$ cat src/rtl/serial_add_ctrl_pkg.sv
// Shared types and constants for the bit-serial adder controller.
package serial_add_pkg;

    localparam int unsigned DEFAULT_WIDTH = 8;

    typedef enum logic [1:0] {
        IDLE = 2'd0,
        LOAD = 2'd1,
        RUN  = 2'd2,
        DONE = 2'd3
    } state_e;

endpackage : serial_add_pkg

$ cat src/rtl/serial_add_ctrl_if.sv
// Request/result bundle for serial_add_ctrl; the sub line exists only under SERIAL_SUB_EN.
interface serial_add_ctrl_if #(
    parameter int unsigned WIDTH = 8
);
    logic             start;
    logic [WIDTH-1:0] a;
    logic [WIDTH-1:0] b;
    logic             cin;
`ifdef SERIAL_SUB_EN
    logic             sub;
`endif
    logic             busy;
    logic             done;
    logic [WIDTH-1:0] sum;
    logic             cout;

    modport master (
        output start,
        output a,
        output b,
        output cin,
`ifdef SERIAL_SUB_EN
        output sub,
`endif
        input  busy,
        input  done,
        input  sum,
        input  cout
    );

    modport slave (
        input  start,
        input  a,
        input  b,
        input  cin,
`ifdef SERIAL_SUB_EN
        input  sub,
`endif
        output busy,
        output done,
        output sum,
        output cout
    );

endinterface : serial_add_ctrl_if

$ cat src/rtl/serial_add_ctrl_fa_cell.sv
// Single-bit full adder; the only arithmetic element of the serial datapath.
module fa_cell (
    input  logic a,
    input  logic b,
    input  logic c,
    output logic sum,
    output logic cout
);

    assign sum  = a ^ b ^ c;
    assign cout = (a & b) | (c & (a ^ b));

endmodule : fa_cell

$ cat src/rtl/serial_add_ctrl.sv
// Bit-serial {cout,sum} = a + b + cin, one bit per clock, LSB first.
// Optional macro SERIAL_SUB_EN adds a sub request that turns the operation into a - b.
module serial_add_ctrl
    import serial_add_pkg::*;
#(
    parameter int unsigned WIDTH = DEFAULT_WIDTH   // legal range 1..64
) (
    input  logic               clk,
    input  logic               rst_n,
    serial_add_ctrl_if.slave   bus
);

    localparam int unsigned          IDX_W    = $clog2(WIDTH + 1);
    localparam logic [IDX_W-1:0]     IDX_LAST = IDX_W'(WIDTH - 1);

    state_e             state_q, state_d;
    logic [WIDTH-1:0]   a_q, a_d;
    logic [WIDTH-1:0]   b_q, b_d;
    logic               cin_q, cin_d;
    logic [IDX_W-1:0]   idx_q, idx_d;
    logic               carry_q, carry_d;
    logic [WIDTH-1:0]   sr_q, sr_d;
    logic [WIDTH-1:0]   sum_q, sum_d;
    logic               cout_q, cout_d;
    logic               busy_q, busy_d;
    logic               done_q, done_d;

    logic [WIDTH-1:0]   sel_c;
    logic               a_bit_c;
    logic               b_bit_c;
    logic               fa_sum_c;
    logic               fa_cout_c;
    logic [WIDTH-1:0]   sr_shift_c;

    // Pick operand bit idx with a one-hot mask so every operand bit is consumed.
    assign sel_c   = WIDTH'(1) << idx_q;
    assign a_bit_c = |(a_q & sel_c);
    assign b_bit_c = |(b_q & sel_c);

    fa_cell u_fa (
        .a    (a_bit_c),
        .b    (b_bit_c),
        .c    (carry_q),
        .sum  (fa_sum_c),
        .cout (fa_cout_c)
    );

    // New result bit enters at the MSB; after WIDTH shifts bit 0 holds the first cell output.
    assign sr_shift_c = (sr_q >> 1) | (WIDTH'(fa_sum_c) << (WIDTH - 1));

    always_comb begin
        state_d = state_q;
        a_d     = a_q;
        b_d     = b_q;
        cin_d   = cin_q;
        idx_d   = idx_q;
        carry_d = carry_q;
        sr_d    = sr_q;
        sum_d   = sum_q;
        cout_d  = cout_q;
        done_d  = 1'b0;

        case (state_q)
            IDLE: begin
                if (bus.start) begin
                    state_d = LOAD;
                    a_d     = bus.a;
`ifdef SERIAL_SUB_EN
                    // Two's-complement subtract: invert b and force the initial carry.
                    b_d     = bus.sub ? ~bus.b : bus.b;
                    cin_d   = bus.sub | bus.cin;
`else
                    b_d     = bus.b;
                    cin_d   = bus.cin;
`endif
                end
            end
            LOAD: begin
                state_d = RUN;
                idx_d   = '0;
                carry_d = cin_q;
            end
            RUN: begin
                sr_d    = sr_shift_c;
                carry_d = fa_cout_c;
                idx_d   = idx_q + IDX_W'(1);
                if (idx_q == IDX_LAST) begin
                    state_d = DONE;
                    sum_d   = sr_shift_c;
                    cout_d  = fa_cout_c;
                    done_d  = 1'b1;
                end
            end
            DONE: begin
                state_d = IDLE;
            end
            default: begin
                state_d = IDLE;
            end
        endcase

        busy_d = (state_d == LOAD) || (state_d == RUN);
    end

    always_ff @(posedge clk or negedge rst_n) begin
        if (!rst_n) begin
            state_q <= IDLE;
            a_q     <= '0;
            b_q     <= '0;
            cin_q   <= 1'b0;
            idx_q   <= '0;
            carry_q <= 1'b0;
            sr_q    <= '0;
            sum_q   <= '0;
            cout_q  <= 1'b0;
            busy_q  <= 1'b0;
            done_q  <= 1'b0;
        end else begin
            state_q <= state_d;
            a_q     <= a_d;
            b_q     <= b_d;
            cin_q   <= cin_d;
            idx_q   <= idx_d;
            carry_q <= carry_d;
            sr_q    <= sr_d;
            sum_q   <= sum_d;
            cout_q  <= cout_d;
            busy_q  <= busy_d;
            done_q  <= done_d;
        end
    end

    assign bus.busy = busy_q;
    assign bus.done = done_q;
    assign bus.sum  = sum_q;
    assign bus.cout = cout_q;

endmodule : serial_add_ctrl
$ cat src/flat_wrapper.sv
// flat-port wrapper written by rule: the top's interface ports become plain ports
module serial_add_ctrl_flat import serial_add_pkg::*;
#(
    parameter int unsigned WIDTH = DEFAULT_WIDTH                       
)
  (clk, rst_n, bus_start, bus_a, bus_b, bus_cin, bus_busy, bus_done, bus_sum, bus_cout);
  serial_add_ctrl_if #(.WIDTH(WIDTH)) bus_i ();
  input  logic clk;
  input  logic rst_n;
  input wire logic [$bits(bus_i.start)-1:0] bus_start;
  input wire logic [$bits(bus_i.a)-1:0] bus_a;
  input wire logic [$bits(bus_i.b)-1:0] bus_b;
  input wire logic [$bits(bus_i.cin)-1:0] bus_cin;
  output wire logic [$bits(bus_i.busy)-1:0] bus_busy;
  output wire logic [$bits(bus_i.done)-1:0] bus_done;
  output wire logic [$bits(bus_i.sum)-1:0] bus_sum;
  output wire logic [$bits(bus_i.cout)-1:0] bus_cout;
  assign bus_i.start = bus_start;
  assign bus_i.a = bus_a;
  assign bus_i.b = bus_b;
  assign bus_i.cin = bus_cin;
  assign bus_busy = bus_i.busy;
  assign bus_done = bus_i.done;
  assign bus_sum = bus_i.sum;
  assign bus_cout = bus_i.cout;
  serial_add_ctrl #(.WIDTH(WIDTH)) u_core (.clk(clk), .rst_n(rst_n), .bus(bus_i));
endmodule
$ cat config.mk
export PLATFORM = sky130hd
export DESIGN_NAME = serial_add_ctrl_flat
export DESIGN_NICKNAME = d
export VERILOG_FILES = /design/src/rtl/serial_add_ctrl_pkg.sv /design/src/rtl/serial_add_ctrl_if.sv /design/src/rtl/serial_add_ctrl_fa_cell.sv /design/src/rtl/serial_add_ctrl.sv /design/src/flat_wrapper.sv
export SDC_FILE = /design/constraint.sdc
export NUM_CORES = 1
export LEC_CHECK = 0
export ABC_AREA = 1
export CAP_MARGIN = 5
export CORE_ASPECT_RATIO = 0.75
export CORE_MARGIN = 5
export CORE_UTILIZATION = 25
export DETAILED_ROUTE_END_ITERATION = 16
export REMOVE_ABC_BUFFERS = 1
export SKIP_CTS_REPAIR_TIMING = 1
export SYNTH_ARGS = -nofsm -noshare
export SYNTH_HDL_FRONTEND = slang
export SYNTH_SLANG_ARGS = --single-unit
$ cat constraint.sdc
create_clock -name clk -period 2.5 [get_ports clk]
set_clock_uncertainty 0.1 [all_clocks]
set_input_delay 0.5 -clock clk [delete_from_list [all_inputs] [get_ports clk]]
set_output_delay 0.5 -clock clk [all_outputs]
set_load 0.02 [all_outputs]
* Yosys cells after proc, flatten, opt, wreduce, memory -nomap -nowiden
Cells that the tools add are included.
Widths: inputs -> output; s select.
** Storage, ports and cells
- Register bits after elaboration :: 43
- Output and inout port bits :: 11
** Cells by class
- Add/sub/neg operators :: 1
- Eq/ne operators :: 6
- Shifts and indexed selects :: 1
- Mux-type cells :: 7
- Bitwise logic cells :: 8
- Reductions and logical operators :: 7
** Operator list (count)
- $and 8x8->8 :: 2
- $reduce_or 8->1 :: 2
- $or 7x8->8 :: 1
- $pmux 2 s4 :: 1
- $pmux 4 s2 :: 1
- $shl 1x4->8 const A :: 1
- $eq 2x2->1 const B :: 3
- $add 4x1->4 const B :: 1
- $eq 2x1->1 const B :: 2
- $eq 4x3->1 const B :: 1
- $mux 2 :: 2
- $reduce_and 2->1 :: 2
- $and 1x1->1 :: 2
- $logic_not 2->1 :: 1
- $mux 1 :: 2
- $pmux 1 s2 :: 1
- $reduce_bool 2->1 :: 1
- $xor 1x1->1 :: 2
- $logic_or 1x1->1 :: 1
- $or 1x1->1 :: 1

* Logic depth before layout (Yosys ltp)
Gate-level depths: netlist of run 1.
- Depth after elaboration :: 7
- Mapped depth :: 10
- Gate-level depth less buffers :: 9

* Cells and area by module
A second synthesis of run 1 with hierarchy kept.
** Unflattened totals
- Cell total of the unflattened synthesis :: 183
- Area total of the unflattened synthesis :: 1925.6 µm²
** Modules (own cells, without submodules)
- serial_add_ctrl :: times used 1, cells an instance 182, area an instance 1905.6 µm²
- fa_cell :: times used 1, cells an instance 1, area an instance 20.0 µm²

* Worst setup path after synthesis of run 1
Ideal clock, no wire load.
- Path kind :: reg2reg
- Start point :: register u_core.idx_q[0]
- End point :: register u_core.sr_q[7]
- Arrival :: 1.821 ns
- Data required time :: 2.317 ns
- Path slack :: 0.496 ns
- Stages on the path, launching flop included :: 10
- Buffers on the path :: 0
- Period minus slack after synthesis :: 2.004 ns
- Path through :: dfrtp_1 ha_1 ha_1 nand3_1 nand2_1 nor2_1 nand2_1 nor2_1 fa_1 o21ai_0
** Between the ends
- Longest elaborated chain between the ends :: 6
- Elaborated cells on any way between the ends :: 8
- Those cells by class :: shift: 1; bitwise: 5; reduce/logical: 2
** Ends and longest elaborated chain
- start: declaration :: line serial_add_ctrl.sv:20 : logic [IDX_W-1:0] idx_q, idx_d;
- start signal: assignment :: line serial_add_ctrl.sv:123 : idx_q <= idx_d;
- $shl 1x4->8 * :: line serial_add_ctrl.sv:36 : assign sel_c = WIDTH'(1) << idx_q;
- $and 8x8->8, on equally long branches :: line serial_add_ctrl.sv:37, serial_add_ctrl.sv:38
- $reduce_or 8->1, on equally long branches :: line serial_add_ctrl.sv:37, serial_add_ctrl.sv:38
- $xor 1x1->1 * (2 in series) :: line serial_add_ctrl_fa_cell.sv:10 : assign sum = a ^ b ^ c;
- $or 7x8->8 * :: line serial_add_ctrl.sv:49 : assign sr_shift_c = (sr_q >> 1) | (WIDTH'(fa_sum_c) << (WIDTH - 1));
- end signal: assignment :: line serial_add_ctrl.sv:125 : sr_q <= sr_d;
- end: declaration :: line serial_add_ctrl.sv:22 : logic [WIDTH-1:0] sr_q, sr_d;
Mark *: on every way between the ends. The rest lies on a longest branch, timed or not.
A chain may end at the register's enable or synchronous reset.

* Worst setup path after layout of run 1
Same ends and word-level chain as after synthesis.

==> summary.md, run 1 <==
| Metric | Value |
|---|---|
| Initial antenna violation count | 0 |
| Final Non-Filler Cells | 322 |
| Internal power | 1.55 mW |
| Placer Congestion | 0.845 |
| DRT iter0 DRCs | 76 |
| Layout cells sized above 1 | 15.4% |
| Routed vias/inst | 4.15 |
| Hold Slack | 13.6 ps |
| RR Endpoint | u_core.sr_q[7]$_DFFE_PN0P_ |
| Distinct cell type count after synthesis | 22 |
| Final Hold Viols | 0 |
| Status | completed |
| Area growth from synthesis to layout | 23.8% |
| Max stage delay on crit path | 450 ps |
| CP cell instances | ha_1 > ha_1 > nand3_1 > nand2_1 > inv_1 > nand3_1 > nor2_1 > fa_1 > o21ai_0 |
| R2R Path Start | u_core.idx_q[0]$_DFFE_PN0P_ |
| Setup WS pre-CTS | 385 ps |
| Site Rows | 27 |
| Startpoint Class | register |
| Inserted Diodes | 0 |
| Total CTS buffers | 5 |
| Die width | 112 um |
| Filler cells | 746 |
| CP arrival | 2240 ps |
| Clock sink count | 42 |
| Pin count of the biggest net entering global routing | 27 |
| Die Span Y | 86.5 um |
| H-Tree Depth | 2 |
| IO Port Bufs | 30 |
| Power Dens Cells | 1010 mW/mm2 |
| Max Cap Viol | 0 |
| Post-layout net count | 251 |
| CP max-delay cell | fa_1 |
| NetSw | 0.892 mW |
| Root Buffer | clkbuf_8 |
| YS warnings | 0 |
| Wirelength per Cell | 11.8 um |
| Post-Route Setup TNS | 0 ps |
| Least-Margin Pin Slew | 398 ps |
| Number of global-route vias before repair | 1390 |
| Seq/Total Area, Yosys | 53.8% |
| CP Class | reg -> reg |
| Worst IR drop on VDD | 0.344 mV |
| Die footprint | 0.00970 mm2 |
| Fin crit share | 85.0% |
| Total GRT Usage | 8.66% |
| Fin. max-slew vios | 0 |
| Fmax | 471 MHz |
| P_leak | 1.11 nW |
| # setup viols final | 0 |
| WL final | 3800 um |
| Clock network fraction of design power | 16.7% |
| Core Region | 0.00747 mm2 |
| Avg Synthesized Cell Area | 10.4 um2 |
| DRT antenna net count | 0 |
| Slew HR | 73.4% |
| Yosys reg bits | 42 |
| Reg2reg path depth | 9 |
| # IOs | 31 |
| Max FO, Critical Path | 4 |
| Flop2flop setup slack | 370 ps |
| Post-route minimum period | 2130 ps |
| Worst skew pair latency | 290 ps |
| Setup crit end kind | register |
| Switch share | 36.6% |
| DRC violations left | 0 |
| Post-Synthesis Cells | 188 |
| Final setup margin | 375 ps |
| First-pass GRT wire length | 6730 um |
| Reg power frac | 44.3% |
| RSZ-0062 raised after global routing | no |
| Gate power share | 39.0% |
| Share of the synthesized area in the top cell type | 53.8% |
| Yosys top cell by area | dfrtp_1 |
| Dpl hpwl | 2900 um |
| Post-Syn Area | 0.00195 mm2 |
| GRT overflow | 0 |
| Dpl cells | 315 |
| Worst EP required | 2610 ps |
| CTS tree | done |
| Initial Util | 26.2% |
| Largest cells by area after synthesis | dfrtp_1 54%, mux2_2 8.6%, nand2_1 7.1% |
| Min-Delay Path Class | in -> async |
| Vias post-DR | 1336 |
| First drt pass iteration count | 4 |
| Clock slew at reported path FFs | 80 ps |
| Max clock buf depth | 2 |
layout by cell type, fill, tap and decap left out, types with 2 or more instances in the layout:
cell type,n
a21oi_1,3
buf_4,2
clkbuf_1,2
clkbuf_8,5
clkdlybuf4s50_1,29
dfrtp_1,42
ha_1,9
inv_1,22
mux2_2,15
nand2_1,37
nand3_1,15
nand4_1,4
nor2_1,11
o21ai_0,8
o21ai_2,8
metal layers:
layer | part of all wire [%] | vias to the layer above | track usage, %
met4 | 1.7 | 0 | 3.93
met3 | 4.3 | 5 | 2.44
met5 | 0 | - | 0
li1 | - | 677 | -
met2 | 43 | 26 | 12.9
met1 | 51 | 628 | 11.7
worst max-delay path: cells and delay by family, from the launching register on:
| kind | cells | cell delay [ps] |
|---|---|---|
| adders and majority gates | 3 | 940 |
| DFF | 1 | 410 |
| and+or+nand+nor | 4 | 360 |
| AOI/OAI and AO/OA | 1 | 170 |
| buffers and inverters | 1 | 70 |
cells by family (layout without fill, tap and decap cells):
| family | Yosys count | in the layout | synth area share [%] |
|---|---|---|---|
| muxes | 15 | 15 | 8.65 |
| adders and majority gates | 10 | 10 | 6.79 |
| buffers and inverters | 29 | 62 | 6.92 |
| DFF | 42 | 42 | 53.8 |
| AOI/OAI and AO/OA | 22 | 22 | 7.56 |
| and+or+nand+nor | 70 | 70 | 16.3 |
worst max path at each step:
stage	to	slack [ps]	depth (start not counted)	from
5_1_grt	u_core.sr_q[7]$_DFFE_PN0P_	140	9	u_core.idx_q[2]$_DFFE_PN0P_
2_1_floorplan	u_core.sr_q[7]$_DFFE_PN0P_	500	9	u_core.idx_q[0]$_DFFE_PN0P_
4_1_cts	u_core.sr_q[7]$_DFFE_PN0P_	370	9	u_core.idx_q[0]$_DFFE_PN0P_
6_report	u_core.sr_q[7]$_DFFE_PN0P_	370	9	u_core.idx_q[0]$_DFFE_PN0P_
3_5_place_dp	u_core.sr_q[7]$_DFFE_PN0P_	380	9	u_core.idx_q[0]$_DFFE_PN0P_
3_3_place_gp	u_core.sr_q[7]$_DFFE_PN0P_	450	9	u_core.idx_q[0]$_DFFE_PN0P_
final cells by class:
cell class	instances	area (um2)	area share (%)
repair buffers	32	310	12.8
multi-input cells	117	767	31.7
well taps	101	126	5.23
clock buffers	7	76.3	3.16
inverters	23	86.3	3.57
flip-flops and latches	42	1050	43.5
state kept, by name, summed over array words and instances (netlist names):
name and count:
u_core.bus.sum 8, u_core.bus.done 1, u_core.carry_q 1, u_core.cin_q 1, u_core.sr_q 7, u_core.b_q 8, u_core.state_q 2, u_core.idx_q 4
u_core.bus.cout 1, u_core.bus.busy 1, u_core.a_q 8
power groups by stage:
stage	clock network (mW)	registers, mW	logic (mW)
floorplan	0	1.06	0.701
global route	0.450	1.11	1.11
CTS	0.421	1.08	0.969
detailed placement	0	1.09	0.967
global placement	0	1.09	0.943
finish	0.406	1.08	0.952
per-stage QoR:
step           instance area, um2  power, mW  utilization [%]
4_1_cts                      2420       2.47             32.4
2_1_floorplan                1900       1.76                -
3_5_place_dp                 2340       2.06             31.4
5_1_grt                      2420       2.67             32.4
6_report                     2420       2.44             32.4
3_3_place_gp                 2340       2.03             31.4
cell usage after synthesis (all sizes together):
| cell | instances |
|---|---|
| a21oi | 3 |
| mux2 | 15 |
| nor2 | 11 |
| clkbuf | 1 |
| nor3 | 1 |
| a21boi | 1 |
| dfrtp | 42 |
| fa | 1 |
| ha | 9 |
| nand4 | 5 |
| o21ai | 16 |
| buf | 5 |
| inv | 23 |
| o221ai | 1 |
| o22ai | 1 |
| nand3 | 15 |
| nand2 | 38 |
Power figures use the tool's default switching activity.
==> run 2, diff against run 1 <==
--- a/config.mk
+++ b/config.mk
@@ -11,6 +11,7 @@
 export CORE_MARGIN = 5
 export CORE_UTILIZATION = 25
 export DETAILED_ROUTE_END_ITERATION = 16
+export HOLD_SLACK_MARGIN = 0.05
 export REMOVE_ABC_BUFFERS = 1
 export SKIP_CTS_REPAIR_TIMING = 1
 export SYNTH_ARGS = -nofsm -noshare
==> run 2 against run 1 <==
  * Combinational power about the same
  * Clock-buffer cell count is the same
  * Sequential share of layout area fell by 0.18 points
  * Clock power hardly changed
  * Setup slack stayed put
  * Non-clock buffer count grew 1
==> summary.md, run 2 (synthesized netlist as in run 1, its figures left out) <==
| Metric | Value |
|---|---|
| GRT overflow | 0 |
| CP Class | reg -> reg |
| Area growth from synthesis to layout | 24.3% |
| Multi-input logic area | 767 um2 |
| Routed vias/inst | 4.15 |
| RSZ-0062 raised after global routing | no |
| Pin count of the biggest net entering global routing | 27 |
| Filler cells | 745 |
| Fin crit share | 85.0% |
| Site Rows | 27 |
| Register Area | 0.00105 mm2 |
| Fmax | 471 MHz |
| DRT antenna net count | 0 |
| Wirelength per Cell | 11.8 um |
| Hold Slack | 381 ps |
| CP cell instances | ha_1 > ha_1 > nand3_1 > nand2_1 > inv_1 > nand3_1 > nor2_1 > fa_1 > o21ai_0 |
| Post-route minimum period | 2130 ps |
| First-pass GRT wire length | 6730 um |
| Power Dens Cells | 1000 mW/mm2 |
| CP arrival | 2240 ps |
| Vias post-DR | 1341 |
| Status | completed |
| Placer Congestion | 0.845 |
| Core Region | 0.00747 mm2 |
| Initial antenna violation count | 0 |
| Max FO, Critical Path | 4 |
| Worst skew pair latency | 290 ps |
| Die footprint | 0.00970 mm2 |
| Max stage delay on crit path | 450 ps |
| Die Span Y | 86.5 um |
| Dpl cells | 315 |
| DRT iter0 DRCs | 69 |
| Total GRT Usage | 8.66% |
| Worst IR drop on VDD | 0.343 mV |
| Min-Delay Path Class | reg -> reg |
| Clock sink count | 42 |
| # IOs | 31 |
| Core Util, Final | 32.5% |
| Post-Route Setup TNS | 0 ps |
| WL final | 3810 um |
| DRC violations left | 0 |
| Layout cells sized above 1 | 15.3% |
| H-Tree Depth | 2 |
| Worst EP required | 2610 ps |
| Most frequent cells in the layout | 42 x dfrtp_1, 37 x nand2_1, 29 x clkdlybuf4s50_1, 22 x inv_1 |
| Max clock buf depth | 2 |
| Setup crit end kind | register |
| # setup viols final | 0 |
| Total CTS buffers | 5 |
| First drt pass iteration count | 4 |
| Buf/Inv on CP | 1 |
| Post-layout net count | 252 |
| CTS tree | done |
| Initial Util | 26.2% |
| Final Hold Viols | 0 |
| Max Cap Viol | 0 |
| Inserted Diodes | 0 |
| CP delay by family, top | adder cells |
| Least-Margin Pin Slew | 398 ps |
| Die width | 112 um |
| CP max-delay cell | fa_1 |
| Fin. max-slew vios | 0 |
| Dpl hpwl | 2900 um |
| Startpoint Class | register |
| P_leak | 1.12 nW |
| Clock slew at reported path FFs | 70 ps |
| Commonest non-fill, non-tap cell in the layout | dfrtp_1 |
| Final Non-Filler Cells | 323 |
| Slew HR | 73.4% |
| Root Buffer | clkbuf_8 |
| Number of global-route vias before repair | 1390 |
| IO Port Bufs | 30 |
==> run 2: cell count changes in the layout (fill, tap and decap cells not counted) <==
| cell | before | now |
|---|---|---|
| dlygate4sd3_1 | 0 | 1 |
==> run 2: area by class of cell <==
| type | instances | area share [%] |
|---|---|---|
| tap | 101 | 5.21 |
| clock buffer | 7 | 3.14 |
| inverter | 23 | 3.56 |
| timing repair buffer | 33 | 13.2 |
| sequential | 42 | 43.3 |
| multi-input combinational | 117 | 31.6 |
==> run 2: path summary, 6_finish.rpt <==
path | from | endpoint | slack (ps) | cells after the start
max | u_core.idx_q[0]$_DFFE_PN0P_ | u_core.sr_q[7]$_DFFE_PN0P_ | 370 | 9
min | u_core.bus.sum[6]$_DFFE_PN0P_ | u_core.bus.sum[6]$_DFFE_PN0P_ | 380 | 2
max reg2reg | u_core.idx_q[0]$_DFFE_PN0P_ | u_core.sr_q[7]$_DFFE_PN0P_ | 370 | 9
min reg2reg | u_core.bus.sum[6]$_DFFE_PN0P_ | u_core.bus.sum[6]$_DFFE_PN0P_ | 380 | 2
max in group asynchronous | rst_n | u_core.b_q[0]$_DFFE_PN0P_ | 1080 | 3
min in group asynchronous | rst_n | u_core.bus.sum[3]$_DFFE_PN0P_ | 550 | 2
==> run 2: through the flow <==
step / power (mW) / area [um2] / worst slack (ps)
floorplan: 1.76 / 1900 / 497
global placement: 2.03 / 2340 / 447
detailed placement: 2.06 / 2340 / 385
CTS: 2.47 / 2420 / 373
global route: 2.67 / 2430 / 143
finish: 2.44 / 2430 / 375
==> run 2: layer usage <==
metal  share of wire, %  up-vias  track usage, %
met5                  0        -               0
met4                1.7        0            3.93
met3                4.3        5            2.44
met2                 43       26            12.9
met1                 51      631            11.7
li1                   -      679               -
==> run 2: worst register-to-register path, cell delays in order, from the launching register on <==
cell and delay (ps):
dfrtp_1 410, ha_1 270, ha_1 220, nand3_1 80, nand2_1 70, inv_1 70, nand3_1 70, nor2_1 140
fa_1 450, o21ai_0 170
==> run 2: where the power goes <==
part / total (mW) / switching (mW) / internal [mW] / leakage, nW
clock network: 0.406 / 0.214 / 0.192 / 0.0383
registers: 1.08 / 0.148 / 0.931 / 0.531
logic: 0.953 / 0.530 / 0.423 / 0.547
total: 2.44 / 0.892 / 1.55 / 1.12
